$ cat src/rtl/noc_pkg.sv
// Shared NoC definitions: flit type codes, framing FSM states and
// default buffer geometry for the router input channel.
package noc_pkg;

   localparam int DATA_WIDTH_DEF = 8;
   localparam int DEPTH_DEF      = 4;

   typedef enum logic [1:0] {
      FLIT_SINGLE = 2'b00,
      FLIT_HEAD   = 2'b01,
      FLIT_BODY   = 2'b10,
      FLIT_TAIL   = 2'b11
   } flit_type_e;

   typedef enum logic {
      ST_IDLE   = 1'b0,
      ST_IN_PKT = 1'b1
   } fsm_state_e;

endpackage

$ cat src/rtl/flit_fifo_mem.sv
// Flit storage: DEPTH entries of {type, payload}. Synchronous write,
// asynchronous read so the FIFO head is visible in the same cycle.
module flit_fifo_mem #(
   parameter int ENTRY_W = 10,
   parameter int DEPTH   = 4,
   parameter int ADDR_W  = 2
) (
   input  logic               clk,
   input  logic               i_we,
   input  logic [ADDR_W-1:0]  i_waddr,
   input  logic [ENTRY_W-1:0] i_wdata,
   input  logic [ADDR_W-1:0]  i_raddr,
   output logic [ENTRY_W-1:0] o_rdata
);

   logic [ENTRY_W-1:0] r_mem [DEPTH];

   // Write port; contents are deliberately not reset.
   always_ff @(posedge clk) begin
      if (i_we) r_mem[i_waddr] <= i_wdata;
   end

   // Show-ahead read of the entry at the read pointer.
   always_comb begin
      o_rdata = r_mem[i_raddr];
   end

endmodule

$ cat src/rtl/input_channel_buffer.sv
// Router input-channel flit FIFO: stores accepted flits, enforces
// head/body/tail framing, and returns credits to the upstream sender.
module input_channel_buffer
   import noc_pkg::*;
#(
   parameter int DATA_WIDTH = DATA_WIDTH_DEF,
   parameter int DEPTH      = DEPTH_DEF,
   parameter int ADDR_W     = 2
) (
   input  logic                  clk,
   input  logic                  rst_n,
   input  logic                  in_valid,
   input  logic [1:0]            in_type,
   input  logic [DATA_WIDTH-1:0] in_flit,
   output logic                  out_valid,
   output logic [1:0]            out_type,
   output logic [DATA_WIDTH-1:0] out_flit,
   input  logic                  out_ready,
   output logic [1:0]            credit_out,
   output logic [ADDR_W:0]       count,
   output logic                  proto_err,
   output logic                  overflow_err
);

   localparam int CNT_W   = ADDR_W + 1;
   localparam int ENTRY_W = DATA_WIDTH + 2;

   fsm_state_e         r_state, w_state_nxt;
   logic [ADDR_W-1:0]  r_wr_ptr, r_rd_ptr;
   logic [CNT_W-1:0]   r_count;
   logic [1:0]         r_credit;
   logic               r_proto_err, r_overflow_err;

   logic               w_legal, w_full, w_pop, w_block;
   logic               w_push, w_ovf, w_fdrop, w_fcredit;
   logic [ENTRY_W-1:0] w_rdata;

   // Framing legality, push/drop classification and next FSM state.
   // A full buffer with no pop rejects everything (no credit), and only
   // an actually stored flit may advance the framing FSM.
   always_comb begin
      w_legal     = 1'b0;
      w_state_nxt = r_state;
      w_full      = (r_count == CNT_W'(DEPTH));
      w_pop       = (r_count != '0) && out_ready;
      w_block     = w_full && !w_pop;
      case (r_state)
         ST_IDLE:   w_legal = (in_type == FLIT_SINGLE) || (in_type == FLIT_HEAD);
         ST_IN_PKT: w_legal = (in_type == FLIT_BODY)   || (in_type == FLIT_TAIL);
         default:   w_legal = 1'b0;
      endcase
      w_push    = in_valid && w_legal && !w_block;
      w_ovf     = in_valid && w_block;
      w_fdrop   = in_valid && !w_legal;
      w_fcredit = w_fdrop && !w_block;
      if (w_push) begin
         if ((r_state == ST_IDLE) && (in_type == FLIT_HEAD))
            w_state_nxt = ST_IN_PKT;
         else if ((r_state == ST_IN_PKT) && (in_type == FLIT_TAIL))
            w_state_nxt = ST_IDLE;
      end
   end

   // Framing FSM state register.
   always_ff @(posedge clk) begin
      if (!rst_n) r_state <= ST_IDLE;
      else        r_state <= w_state_nxt;
   end

   // Read/write pointers; DEPTH is a power of two so they wrap naturally.
   always_ff @(posedge clk) begin
      if (!rst_n) begin
         r_wr_ptr <= '0;
         r_rd_ptr <= '0;
      end else begin
         if (w_push) r_wr_ptr <= r_wr_ptr + ADDR_W'(1);
         if (w_pop)  r_rd_ptr <= r_rd_ptr + ADDR_W'(1);
      end
   end

   // Occupancy: full/empty come from this, not from pointer equality.
   always_ff @(posedge clk) begin
      if (!rst_n) begin
         r_count <= '0;
      end else begin
         case ({w_push, w_pop})
            2'b10:   r_count <= r_count + CNT_W'(1);
            2'b01:   r_count <= r_count - CNT_W'(1);
            default: r_count <= r_count;
         endcase
      end
   end

   // One credit per freed slot: a pop, or a framing drop that consumed
   // an upstream credit without occupying a buffer entry.
   always_ff @(posedge clk) begin
      if (!rst_n) r_credit <= '0;
      else        r_credit <= 2'(w_pop) + 2'(w_fcredit);
   end

   // Sticky error flags, cleared only by reset.
   always_ff @(posedge clk) begin
      if (!rst_n) begin
         r_proto_err    <= 1'b0;
         r_overflow_err <= 1'b0;
      end else begin
         if (w_fdrop) r_proto_err    <= 1'b1;
         if (w_ovf)   r_overflow_err <= 1'b1;
      end
   end

   flit_fifo_mem #(
      .ENTRY_W (ENTRY_W),
      .DEPTH   (DEPTH),
      .ADDR_W  (ADDR_W)
   ) u_mem (
      .clk     (clk),
      .i_we    (w_push),
      .i_waddr (r_wr_ptr),
      .i_wdata ({in_type, in_flit}),
      .i_raddr (r_rd_ptr),
      .o_rdata (w_rdata)
   );

   assign out_valid    = (r_count != '0);
   assign out_type     = w_rdata[ENTRY_W-1 -: 2];
   assign out_flit     = w_rdata[DATA_WIDTH-1:0];
   assign credit_out   = r_credit;
   assign count        = r_count;
   assign proto_err    = r_proto_err;
   assign overflow_err = r_overflow_err;

endmodule

$ cat config.mk
export PLATFORM = sky130hd
export DESIGN_NAME = input_channel_buffer
export DESIGN_NICKNAME = d
export VERILOG_FILES = /design/src/rtl/noc_pkg.sv /design/src/rtl/flit_fifo_mem.sv /design/src/rtl/input_channel_buffer.sv
export SDC_FILE = /design/constraint.sdc
export NUM_CORES = 1
export LEC_CHECK = 0
export BUFFER_PORTS_ARGS = -buffer_cell sky130_fd_sc_hd__clkbuf_2
export CORE_MARGIN = 2
export CORE_UTILIZATION = 40
export CTS_CLUSTER_DIAMETER = 60
export DETAILED_ROUTE_END_ITERATION = 8
export PLACE_DENSITY_LB_ADDON = 0.15
export SLEW_MARGIN = 20
export SYNTH_ARGS = -nofsm -noshare
export SYNTH_HDL_FRONTEND = slang
export SYNTH_HIERARCHICAL = 1
export SYNTH_SLANG_ARGS = --single-unit
$ cat constraint.sdc
create_clock -name clk -period 5.9 [get_ports clk]
set_input_delay 0 -clock clk [delete_from_list [all_inputs] [get_ports clk]]
set_output_delay 0 -clock clk [all_outputs]
set_load 0.01 [all_outputs]
==> results.py, run 1 <==
metrics = {
    "outcome": {
        "status": "complete, no violations",
    },
    "route": {
        "dr_total_vias": 1244,
        "wl_um": 3692,
        "wl_per_cell_um": 15.01,
        "drc_errors": 0,
        "drt_iter0_drc": 73,
        "dr.pass1.iters": 4,
        "drtAntennaViolNets": 0,
        "via_per_inst": 5.057,
    },
    "clocking": {
        "clk_latency_ns": 0.30,
        "cts_buffers": 5,
        "cts_sinks": 52,
        "clk_path_buf_depth": 2,
        "htreeDepth": 2,
        "cts_tree": "yes",
        "path_clk_slew_ns": 0.09,
        "postCtsResizedCells": 0,
        "ctsRootBufferMaster": "clkbuf_8",
    },
    "grt": {
        "grtUsageTotal_pct": 13.41,
        "overflow": 0,
        "grt_pass1_vias": 1184,
        "grt_pass1_wl_um": 5920,
        "grt_antenna_before_repair": 0,
        "grt_max_degree": 17,
    },
    "place": {
        "dp_hpwl_um": 2489,
        "placed_cells": 228,
        "place.gp.congestion": 0.8688,
        "port_buffers": 31,
    },
    "power_and_ir_drop": {
        "intPower_mw": 0.5895,
        "power_frac_clock_pct": 31.0,
        "seqPwrFrac_pct": 55.5,
        "p_sw_share_pct": 23.36,
        "comb_power_share_pct": 13.4,
        "power_switching_mw": 0.1797,
        "p_leak_nw": 0.9206,
        "p_per_area_mw_per_mm2": 301.7,
        "ir_drop_mv": 0.1435,
    },
    "critical_path": {
        "critical_path_class": "reg -> reg",
        "crit_required_ns": 6.10,
        "crit_path_max_fanout": 5,
        "cp-start-kind": "flop",
        "arrival_ns": 2.47,
        "endpoint_kind": "flop",
    },
    "yosys": {
        "synth_area_leaders": "edfxtp_1 57%, dfxtp_1 11%, mux4_2 11%",
        "seq_area_frac_synth_pct": 68.13,
        "synth_ff_type": "edfxtp_1",
        "synth_top_area_share_pct": 56.77,
        "synth_nets": 147,
        "synth-seq-cells": 52,
        "synth_edf_count": 40,
        "synth_area_mm2": 0.002116,
        "async_flop_share_pct": 0,
        "syn_area_per_cell_um2": 16.15,
        "synth.largest_area_cell": "edfxtp_1",
        "ys_types": 37,
        "synthCells": 131,
        "ys_warn_count": 6,
    },
    "layout": {
        "insertedDiodeCount": 0,
        "drive_gt1_share_pct": 29.55,
        "nFillCells": 451,
        "fin_cells": 246,
        "nets": 191,
        "area_delta_synth_final_pct": 20.52,
    },
    "flow_run": {
        "maxCapViolCount": 0,
    },
    "timing": {
        "setup_viol": 0,
        "finalCriticalPeriod_ns": 2.274,
        "finalCritPeriodShare_pct": 38.53,
        "finalHoldViolCount": 0,
        "slew_headroom_pct": 47.65,
        "worst-slew-pin-transition_ns": 0.7841,
        "finalSetupTns_ns": 0,
        "slew_violations": 0,
        "fin_worst_skew_ns": 0.004840,
        "max_clock_freq_mhz": 439.8,
        "rsz0062_at_grt": "no",
    },
    "floorplan": {
        "die_x_um": 76.73,
        "core_area_mm2": 0.005107,
        "rows": 26,
        "die_h_um": 76.73,
        "ios": 32,
        "die_area_mm2": 0.005887,
        "initial_core_util_pct": 41.43,
    },
    "hold_path": {
        "hp-class": "in -> reg",
    },
}
-- what timing repair did --
| item | in CTS | in global routing |
|---|---|---|
| hold endpoints to repair | 39 | 0 |
| setup buffers | 0 | 0 |
| hold buffers | 10 | 0 |
-- final timing paths --
kind	startpoint	end	slack (ns)	cells past startpoint
setup / recovery	r_state	count[1]	3.63	7
hold / removal	in_type[1]	r_state	0.01	2
setup reg to reg	r_state	count[1]	3.63	7
hold reg to reg	overflow_err	overflow_err	0.49	2
-- cell families after synthesis --
| logic type | share of synthesized area [%] |
|---|---|
| DFF | 68.13 |
| and+or+nand+nor | 9.345 |
| AOI/OAI and AO/OA | 5.087 |
| buffers and inverters | 2.365 |
| muxes | 10.64 |
| xor gates and xnor gates | 2.898 |
| adders and majority gates | 1.537 |
-- power by group through the flow --
stage	Sequential, mW	Combinational [mW]	Clock [mW]
final	0.427	0.103	0.239
after global routing	0.431	0.113	0.262
after CTS	0.428	0.104	0.244
after detailed placement	0.437	0.0984	0
after global placement	0.435	0.0966	0
after floorplan	0.429	0.0710	0
-- layer usage --
layer | part of all wire [%] | routed length, µm | vias to the layer above | GRT usage [%]
met5 | 0 | 0 | - | 0
met4 | 1.4 | 53 | 0 | 4.545
met3 | 4.9 | 182 | 5 | 4.824
met2 | 47 | 1735 | 32 | 20.26
met1 | 47 | 1721 | 610 | 18.04
li1 | - | - | 597 | -
-- registers in the layout, summed over array words and instances (netlist names) --
register,flops
count,3
credit_out,2
overflow_err,1
proto_err,1
r_rd_ptr,2
r_state,1
r_wr_ptr,2
u_mem/r_mem,40
-- synth_stat cells, drive strengths merged (3+ instances only) --
master and n:
xor2 5, clkbuf 4, nor3 4, mux4 10, dfxtp 12, nand4 3
a21oi 3, nand3 4, edfxtp 40, nor2 11, inv 5
-- layout by cell type (no fill, tap or decap), types with 3 or more instances in the layout --
cell / count
edfxtp_1: 40
clkbuf_2: 31
dfxtp_1: 12
nor2_1: 11
dlygate4sd3_1: 10
mux4_2: 10
inv_1: 5
xor2_1: 5
clkbuf_8: 5
nand3_1: 4
nor3_1: 4
a21oi_1: 3
nand4_1: 3
-- stage by stage --
step	setup slack (ns)	total power, mW	cell area [µm²]	hold slack (ns)	utilization (%)
finish	3.626	0.7692	2550	0.01207	49.93
global placement	3.776	0.5320	2338	0.2135	45.79
global route	3.486	0.8061	2550	0.02071	49.93
CTS	3.661	0.7760	2550	0.004878	49.93
floorplan	3.692	0.5000	2116	0.09224	-
detailed placement	3.669	0.5352	2338	0.2214	45.79
-- worst max-delay path, stage by stage, from the launching register on --
cell     delay (ns)
dfxtp_1        0.38
xor2_1         0.44
nor2_1         0.16
nor2_1         0.15
fa_1           0.48
o31ai_1        0.29
a21oi_1        0.10
o21a_1         0.18
-- cell type report --
cell class / instances / area, µm² / share of cell area, %
Sequential cell: 52 / 1441 / 56.53
Multi-Input combinational cell: 68 / 624.3 / 24.48
Timing Repair Buffer: 42 / 262.8 / 10.30
Tap cell: 70 / 87.58 / 3.435
Clock buffer: 6 / 72.57 / 2.846
Clock inverter: 2 / 38.79 / 1.521
Inverter: 6 / 22.52 / 0.8832
Note: power is estimated with default switching activity, not from simulation.
==> run 2, diff against run 1 <==
==> constraint.sdc (replaced) <==
create_clock -name clk -period 1.93 [get_ports clk]
set_input_delay 0 -clock clk [delete_from_list [all_inputs] [get_ports clk]]
set_output_delay 0 -clock clk [all_outputs]
set_load 0.01 [all_outputs]
==> run 2 against run 1 <==
  * The run now ends with setup timing left
  * Critical path type unchanged
  * Cell count up 9.3%
  * Combinational power rose to 4.5 times the previous value
  * Sequential power rose to 3.0 times the previous value
  * Hold slack improved by 0.10 ns
  * Non-clock buffer count rose by 23
  * Largest cell class unchanged
  * Largest power group unchanged
  * Utilization is 4.6 points higher
  * Total power grew to 3.2 times the previous value
==> results.py, run 2 (synthesized netlist as in run 1, its figures left out) <==
metrics = {
    "critical_path": {
        "endpoint_kind": "flop",
        "cp-start-kind": "flop",
        "critical_path_class": "reg -> reg",
        "rrSetupSlack_ns": -0.03,
        "r2r_start": "count[1]",
        "arrival_ns": 2.21,
        "cp.depth": 7,
        "critical_path.reg2reg.endpoint": "count[1]",
        "critPathSlowestCell": "fa_2",
        "crit_family": "adder cells",
        "ff2ff_path_depth": 7,
        "crit_path_max_fanout": 4,
        "cpPeakStageDelay_ns": 0.58,
        "path_cells": "or3_4 > nand2_4 > nor2_2 > fa_2 > inv_2 > o311ai_2 > o21a_1",
        "crit_required_ns": 2.19,
        "critPathBufInv": 1,
    },
    "route": {
        "wl_um": 4184,
        "dr_total_vias": 1364,
        "drc_errors": 0,
        "dr.pass1.iters": 5,
        "drt_iter0_drc": 61,
        "via_per_inst": 5.071,
        "wl_per_cell_um": 15.55,
        "drtAntennaViolNets": 0,
    },
    "floorplan": {
        "ios": 32,
        "rows": 26,
        "core_area_mm2": 0.005107,
        "die_x_um": 76.73,
        "die_area_mm2": 0.005887,
        "die_h_um": 76.73,
        "initial_core_util_pct": 41.43,
    },
    "layout": {
        "nets": 214,
        "multi_input_area_um2": 679.4,
        "final_area_mm2": 0.002785,
        "layout_common_cells": "40 x edfxtp_1, 31 x clkbuf_2, 22 x buf_4",
        "largest_reg_flops": 40,
        "area_delta_synth_final_pct": 31.64,
        "seqCellArea_mm2": 0.001444,
        "insertedDiodeCount": 0,
        "layout_commonest_cell": "edfxtp_1",
        "regMostFlops": "u_mem/r_mem",
        "drive_gt1_share_pct": 44.72,
        "fin_cells": 269,
        "nFillCells": 442,
    },
    "place": {
        "placed_cells": 242,
        "placed_area_mm2": 0.002454,
        "place.gp.congestion": 0.8846,
        "port_buffers": 31,
        "dp_slack_ns": -0.1175,
        "dp_hpwl_um": 2740,
    },
    "grt": {
        "grt_pass1_wl_um": 6906,
        "grt_pass1_vias": 1421,
        "overflow": 0,
        "grtUsageTotal_pct": 15.36,
        "grt_antenna_before_repair": 0,
        "grt_max_degree": 17,
    },
    "power_and_ir_drop": {
        "power_switching_mw": 0.5981,
        "seqPwrFrac_pct": 51.6,
        "p_sw_share_pct": 24.11,
        "intPower_mw": 1.883,
        "power_frac_clock_pct": 29.7,
        "comb_power_share_pct": 18.7,
        "p_leak_nw": 1.038,
        "p_per_area_mw_per_mm2": 890.8,
        "ir_drop_mv": 0.3616,
    },
    "clocking": {
        "path_clk_slew_ns": 0.10,
        "ctsRootBufferMaster": "clkbuf_8",
        "clk_path_buf_depth": 2,
        "htreeDepth": 2,
        "cts_tree": "yes",
        "cts_sinks": 52,
        "cts_buffers": 5,
        "clk_latency_ns": 0.31,
    },
    "timing": {
        "worst-slew-pin-transition_ns": 0.5884,
        "layout_setup_ws_ns": -0.02510,
        "fin_worst_skew_ns": 0.01151,
        "finalCritPeriodShare_pct": 101.3,
        "finalCriticalPeriod_ns": 1.955,
        "setup_viol": 1,
        "rsz0062_at_grt": "yes",
        "slew_headroom_pct": 60.73,
        "slew_violations": 0,
        "max_clock_freq_mhz": 511.5,
        "finalHoldViolCount": 0,
    },
    "hold_path": {
        "min_to": "proto_err",
        "hp-class": "in -> reg",
        "holdPathStages": 3,
        "hp-start": "in_valid",
    },
    "outcome": {
        "failed_checks": "setup timing",
        "status": "finished, violations left",
    },
    "flow_run": {
        "maxCapViolCount": 0,
    },
}
## run 2: area by class of cell
class,count,area share (%)
Timing Repair Buffer,65,15.81
Tap cell,70,3.145
Multi-Input combinational cell,68,24.39
Sequential cell,52,51.84
Clock buffer,6,2.606
Clock inverter,2,1.393
Inverter,6,0.8086
## run 2: worst reg2reg max path: stages, from the launching register on
cell,delay (ns)
dfxtp_2,0.34
or3_4,0.40
nand2_4,0.09
nor2_2,0.05
fa_2,0.58
inv_2,0.05
o311ai_2,0.26
o21a_1,0.14
## run 2: worst max path at each step
stage	startpoint	endpoint	slack (ns)
finish	count[1]	count[1]	-0.03
global route	count[1]	count[1]	-0.06
CTS	count[2]	count[1]	-0.03
detailed placement	count[2]	count[1]	-0.12
global placement	count[2]	count[1]	-0.03
floorplan	count[2]	count[1]	-0.19
## run 2: repair_timing
action / 4_1_cts / 5_1_grt
pin swaps: 5 / 7
resized for setup: 4 / 10
hold endpoints to repair: 40 / 0
hold buffers: 12 / 0
buffers inserted: 8 / 0
setup endpoints to repair: 2 / 33
## run 2: metal layers
layer / GRT usage, % / routed length, µm
met3: 4.118 / 189
met4: 6.909 / 97
met5: 0 / 0
met2: 24.56 / 2046
met1: 19.64 / 1851
## run 2: power groups by stage
| stage | clock, mW | sequential (mW) | combinational, mW |
|---|---|---|---|
| after floorplan | 0 | 1.31 | 0.221 |
| after global placement | 0 | 1.30 | 0.381 |
| after global routing | 0.796 | 1.29 | 0.505 |
| final | 0.737 | 1.28 | 0.465 |
| after detailed placement | 0 | 1.31 | 0.388 |
| after CTS | 0.760 | 1.28 | 0.448 |
## run 2: per-stage QoR
step | power, mW | TNS [ns] | util (%) | hold WS (ns)
floorplan | 1.534 | -0.1882 | - | 0.09224
global placement | 1.684 | -0.03353 | 48.04 | 0.2132
detailed placement | 1.694 | -0.1175 | 48.04 | 0.2191
CTS | 2.487 | -0.03251 | 54.07 | 0.08946
global route | 2.588 | -0.06460 | 54.53 | 0.1733
finish | 2.481 | -0.02510 | 54.53 | 0.1121
